<file path="src/rtl/width_downconv.sv">
// width_downconv: store-and-drain width down-converter.
//
// Accepts IN_W-bit words on a valid/ready stream and emits each one as up to
// R = IN_W/OUT_W OUT_W-bit lanes, least-significant lane first. Packet framing
// is carried through: a final word with in_empty unused high bytes only emits
// the lanes that hold valid bytes, and the last lane reports its own empty count.
//
// Optional feature macro: WIDTH_DOWNCONV_BYTE_SWAP_EN
//   defined   - each output lane is byte-reversed (lane byte 0 on the top byte).
//   undefined - lanes pass through unmodified.
//
// Ports:
//   clk, rst               clock, synchronous active-high reset
//   in_valid/in_ready      input handshake
//   in_data [IN_W]         input word, byte 0 = bits [7:0]
//   in_last, in_empty      packet end flag, unused high bytes (only with in_last)
//   out_valid/out_ready    output handshake
//   out_data [OUT_W]       output lane
//   out_last, out_empty    final lane of packet, unused high bytes in that lane
//   busy                   holding register occupied (same as out_valid)
module width_downconv #(
  parameter int unsigned IN_W  = 64,
  parameter int unsigned OUT_W = 32,
  localparam int unsigned IEW  = $clog2(IN_W / 8),
  localparam int unsigned OEW  = ((OUT_W / 8) > 1) ? $clog2(OUT_W / 8) : 1
) (
  input  logic             clk,
  input  logic             rst,
  input  logic             in_valid,
  input  logic [IN_W-1:0]  in_data,
  input  logic             in_last,
  input  logic [IEW-1:0]   in_empty,
  output logic             in_ready,
  output logic             out_valid,
  output logic [OUT_W-1:0] out_data,
  output logic             out_last,
  output logic [OEW-1:0]   out_empty,
  input  logic             out_ready,
  output logic             busy
);

  localparam int unsigned NB = IN_W / 8;
  localparam int unsigned B  = OUT_W / 8;
  localparam int unsigned R  = IN_W / OUT_W;
  localparam int unsigned LW = (R > 1) ? $clog2(R) : 1;
  localparam int unsigned VW = $clog2(NB + 1);

  // Holding register. The lane count is stored as the index of the final lane.
  logic             r_full;
  logic [IN_W-1:0]  r_data;
  logic             r_last;
  logic [LW-1:0]    r_lane_idx;
  logic [LW-1:0]    r_last_idx;
  logic [OEW-1:0]   r_last_empty;

  logic [VW-1:0]    w_v;
  logic [VW-1:0]    w_vm1;
  logic [LW-1:0]    w_last_idx;
  logic [OEW-1:0]   w_last_empty;
  logic             w_on_final;
  logic             w_accept;
  logic             w_consume;
  logic [OUT_W-1:0] w_lane;

  // Framing of the incoming word. B is a power of two, so the divide and
  // modulo reduce to wiring: last_idx = (V-1)/B, last_empty = B-1 - (V-1)%B.
  always_comb begin
    w_v          = VW'(NB) - (in_last ? VW'(in_empty) : VW'(0));
    w_vm1        = w_v - VW'(1);
    w_last_idx   = LW'(w_vm1 / VW'(B));
    w_last_empty = OEW'(VW'(B - 1) - (w_vm1 % VW'(B)));
  end

  assign w_on_final = (r_lane_idx == r_last_idx);
  assign w_consume  = r_full & out_ready;

  // Combinational from out_ready so a new word loads on the final-lane edge.
  assign in_ready = !rst & (!r_full | (out_ready & w_on_final));
  assign w_accept = in_valid & in_ready;

  always_ff @(posedge clk) begin
    if (rst) begin
      r_full       <= 1'b0;
      r_data       <= '0;
      r_last       <= 1'b0;
      r_lane_idx   <= '0;
      r_last_idx   <= '0;
      r_last_empty <= '0;
    end else if (w_accept) begin
      r_full       <= 1'b1;
      r_data       <= in_data;
      r_last       <= in_last;
      r_lane_idx   <= '0;
      r_last_idx   <= w_last_idx;
      r_last_empty <= w_last_empty;
    end else if (w_consume) begin
      if (w_on_final) begin
        r_full     <= 1'b0;
        r_lane_idx <= '0;
      end else begin
        r_lane_idx <= r_lane_idx + LW'(1);
      end
    end
  end

  assign w_lane = r_data[r_lane_idx * OUT_W +: OUT_W];

`ifdef WIDTH_DOWNCONV_BYTE_SWAP_EN
  always_comb begin
    out_data = '0;
    for (int i = 0; i < int'(B); i++) begin
      out_data[8*i +: 8] = w_lane[OUT_W - 8 - 8*i +: 8];
    end
  end
`else
  assign out_data = w_lane;
`endif

  assign out_valid = r_full;
  assign busy      = r_full;
  assign out_last  = r_full & r_last & w_on_final;
  assign out_empty = out_last ? r_last_empty : '0;

endmodule
</file>
<file path="config.mk">
export PLATFORM = sky130hd
export DESIGN_NAME = width_downconv
export DESIGN_NICKNAME = d
export VERILOG_FILES = /design/src/rtl/width_downconv.sv
export SDC_FILE = /design/constraint.sdc
export NUM_CORES = 1
export LEC_CHECK = 0
export CAP_MARGIN = 40
export CORE_ASPECT_RATIO = 1.5
export CORE_UTILIZATION = 49
export CTS_CLUSTER_DIAMETER = 100
export CTS_CLUSTER_SIZE = 16
export DETAILED_ROUTE_END_ITERATION = 10
export GPL_TIMING_DRIVEN = 0
export PLACE_DENSITY = 0.86
export SYNTH_ARGS = -nofsm -noshare
export SYNTH_HDL_FRONTEND = slang
export SYNTH_SLANG_ARGS = --single-unit
</file>
<file path="constraint.sdc">
create_clock -name clk -period 3.4 [get_ports clk]
set_clock_uncertainty 0.05 [all_clocks]
set_input_delay 0.68 -clock clk [delete_from_list [all_inputs] [get_ports clk]]
set_output_delay 0.68 -clock clk [all_outputs]
set_load 0.1 [all_outputs]
</file>
==> impl.org, run 1 <==
** Power and ir drop
- For this design the static power due to leakage is 0.00227 µW.
- The share of total power dissipated in combinational logic is 0.306.
- Part of the total power dissipated in the clock network :: 0.294
- For this design the ratio of total power to cell area is 438 nW/µm².
- Max VDD drop :: 336 µV
- Of the total power, the share spent switching nets is 0.341.
- The share of total power dissipated in sequential elements is 0.399.
- Int Pwr :: 1500 µW
- In this run the power spent charging and discharging nets is 775 µW.

** Clock network
- Clock root buffer master :: clkbuf_8
- The clock passes through at most 2 buffers.
- TritonCTS built the clock tree.
- Clock transition at the registers of the reported paths :: 0.08 ns
- Clock latency on the worst-skew pair, taken at its later pin, is 0.36 ns.
- CTS Sinks :: 70
- H-tree Lvls :: 3
- The number of clock buffers added by TritonCTS is 9.

** Global routing
- Number of antenna violations at the first check in global routing :: 0
- Global-route congestion overflow total :: 0
- Maximum number of pins on one net before global-route repair :: 13
- The via count of the first global-routing pass came to 3670.
- First-pass GRT wire length :: 17400 µm
- Overall routing resource usage :: 0.348

** Placement
- Total placed cells including tap cells :: 584
- Dpl hpwl :: 7740 µm
- Routability-driven placement finished with a final weighted congestion of 0.823.
- Buffers placed on the I/O ports in this run total 109.
- Before CTS, the worst setup slack after placement is 0.180 ns.

** Logic synthesis
- Leading cell type by number of instances after synthesis :: dfxtp_1
- Post-synthesis sequential area ratio :: 0.437
- The number of nets in the synthesized netlist is 436.
- Most frequent cells after synthesis :: dfxtp_1 (70), nand2_1 (69), o211ai_1 (67), nand3_1 (65), mux2_2 (32)
- In the post-synthesis netlist, the biggest area contributors are dfxtp_1 (44%), o211ai_1 (16%), mux2_2 (11%).
- Post-synth EDFFs :: 0
- The mapped netlist covers 3210 µm².
- The share of synthesized area in the top cell type comes to 0.437.
- After synthesis, the share of flip-flops with an asynchronous set or reset is 0.
- A synthesized cell averages 8.84 µm².
- Syn. warnings :: 0
- Netlist cell types :: 25
- Most used DFF post-synth :: dfxtp_1
- Synthesis produced a netlist whose cell count is 363.
- Register bit count reported by yosys :: 70
- Largest area contributor in the synthesized netlist :: dfxtp_1

** Finish
- In the final layout, the share of cells above drive strength 1 is 0.230.
- Once layout is complete, the cells apart from fillers number 600.
- Layout overhead on the synthesized area :: 61.6%
- Number of antenna repair diodes :: 0
- # fillers :: 387
- The final layout contains 594 nets.
- For this run, the share of the core covered by cells in the final layout is 0.834.

** Worst hold path
- The startpoint identified for the worst hold timing path is r_data[32].
- The tightest min-delay check is of the reg -> reg type.
- Along the worst hold path, the cell count comes to 2.
- Hold endpoint :: r_data[32]

** Detailed routing
- Total number of vias :: 3564
- Using the TritonRoute via totals, the vias-per-cell ratio works out to 5.94.
- For this run, design rule violations remaining after detail routing come to 0.
- The detail route stage leaves a number of antenna-violating nets equal to 0.
- After detailed routing, the average wire length per cell comes to 18.7 µm.
- DRT iter0 DRCs :: 288
- Iteration count of the initial detailed-routing pass :: 5
- Total Routed Length :: 11200 µm

** Worst setup path
- Data on the critical path is required at its endpoint by 2.67 ns.
- Across all register-to-register paths, the minimum setup slack is 1.28 ns.
- The signal on the critical path passes through buf_2 -> buf_6 -> inv_1 -> ha_1 -> and3_2 -> and2_1 -> clkdlybuf4s50_1 -> buf_8.
- The slowest stage of the critical path is the clkdlybuf4s50_1 cell.
- The number of buffers and inverters on the critical path is 5.
- By startpoint and endpoint, the worst setup path is classified as reg -> out.
- The worst register-to-register path ends at r_data[20].
- The worst setup path is launched from a flip-flop.
- For the worst setup path, the data arrival time is 2.56 ns.
- In this design, the stage delay of the slowest critical-path cell is 0.51 ns.
- The startpoint identified for the worst register-to-register timing path is r_lane_idx.
- Critical Path Source :: r_lane_idx
- Path depth of the worst reg2reg path :: 10
- The worst setup path is captured at an output pin.
- Along the worst path, the maximum fanout reaches 10.
- Grouping stages by cell kind, the critical path spends the most delay in buffers and inverters.

** Timing
- Top achievable clock speed :: 304 MHz
- The tightest hold path in the finished design has a slack of 0.440 ns.
- Final count of pins violating max slew :: 0
- Setup repair after global routing left no endpoint under its margin.
- The worst pin sits at a relative slew slack of 0.634.
- In the finished design, the share of the clock period the worst path needs comes to 0.968.
- Transition time at the pin with the least slew margin :: 0.549 ns
- The number of hold violations in the final report came to 0.
- Final Worst Setup Slack :: 0.108 ns
- Min Clock Period, post-route :: 3.29 ns
- Setup violations remaining at the end of the flow were counted as 0.

** Status
- The flow ran to the end, and the final reports show no timing, DRC or antenna violations.

** Die
- Height of the die :: 101 µm
- In this run the standard cell core region covers 6220 µm².
- After floorplanning, the core was divided into 35 placement rows.
- Die Footprint :: 6880 µm²
- Initial standard-cell utilization of the core :: 0.516
- From left edge to right edge, the die measures 68.1 µm.
- Pin placement for this block handled 110 I/O pins.

** Run
- Max-cap violations in this run came to 0.
-- per-stage QoR --
step / instance area [µm²] / setup TNS (ns) / power (µW)
6_report: 5180 / 0 / 2270
5_1_grt: 5180 / 0 / 2350
4_1_cts: 5190 / 0 / 2270
3_5_place_dp: 4990 / 0 / 1610
3_3_place_gp: 4390 / -0.125 / 1490
2_1_floorplan: 3210 / 0 / 1310
-- worst reg2reg max path: cells and delay by family, from the launching register on --
family,cells,cell delay (ns)
buffers and inverters,6,0.93
adder cells (fa/ha/maj),1,0.32
flip-flops,1,0.31
AO/OA/AOI/OAI,2,0.30
AND/OR/NAND/NOR,1,0.10
-- flip-flops by register name, indices dropped and copies added, names as in the netlist --
| name | flops |
|---|---|
| busy | 1 |
| r_data | 64 |
| r_lane_idx | 1 |
| r_last | 1 |
| r_last_empty | 2 |
| r_last_idx | 1 |
-- power by group through the flow --
stage	logic, µW	clock network [µW]	registers, µW
after floorplan	387	0	918
after detailed placement	686	0	923
after global routing	725	711	912
after CTS	696	667	906
final	696	669	908
after global placement	572	0	920
-- timing repair --
| action | 4_1_cts | 5_1_grt |
|---|---|---|
| gates resized for setup | 2 | 1 |
| hold buffers | 0 | 0 |
| setup buffers | 1 | 0 |
| pin swaps | 1 | 0 |
| endpoints found under the setup margin | 2 | 2 |
-- cell usage in the layout (no fill, tap or decap), drive strengths merged, types with 2 or more instances in the layout --
| master | instances |
|---|---|
| clkbuf | 19 |
| o211ai | 67 |
| mux2 | 32 |
| inv | 3 |
| nor3 | 2 |
| nand2 | 69 |
| clkdlybuf4s50 | 108 |
| o21ai | 2 |
| dfxtp | 70 |
| and2 | 2 |
| buf | 71 |
| clkinv | 5 |
| nand3 | 65 |
-- area by class of cell --
cell class	count	area, µm²	share of cell area
repair buffers	147	1680	0.325
multi-input cells	249	1570	0.302
well taps	74	92.6	0.0179
clock inverters	6	62.6	0.0121
flip-flops and latches	70	1400	0.270
plain buffers	41	239	0.0461
clock buffers	10	128	0.0246
inverters	3	11.3	0.00217
-- kinds of logic after synthesis --
| family | count (synthesis) | share of synthesized area |
|---|---|---|
| DFF | 70 | 0.437 |
| and+or+nand+nor | 141 | 0.195 |
| AOI/OAI and AO/OA | 74 | 0.174 |
| muxes | 33 | 0.115 |
| adders and majority gates | 1 | 0.00390 |
| buffers and inverters | 44 | 0.0753 |
-- worst max path at each step --
| stage | endpoint | slack, ns | cells past startpoint |
|---|---|---|---|
| after global placement | in_ready | -0.13 | 5 |
| after floorplan | out_empty[0] | 0.16 | 2 |
| after global routing | out_empty[1] | 0.02 | 8 |
| final | out_empty[1] | 0.11 | 8 |
| after detailed placement | in_ready | 0.18 | 6 |
| after CTS | in_ready | 0.02 | 9 |
-- layer usage --
metal	GRT usage	share of wire	vias to the layer above
met5	0	0	-
met2	0.621	0.53	205
met1	0.347	0.36	1688
li1	-	-	1621
met3	0.0769	0.059	50
met4	0.224	0.051	0
Power figures use the tool's default switching activity.
==> inputs of run 2 (changes only) <==
SLEW_MARGIN = 20   (was unset)
==> results of run 2 <==
Same layout as run 1: the final DEF is identical, and so are final timing and power.
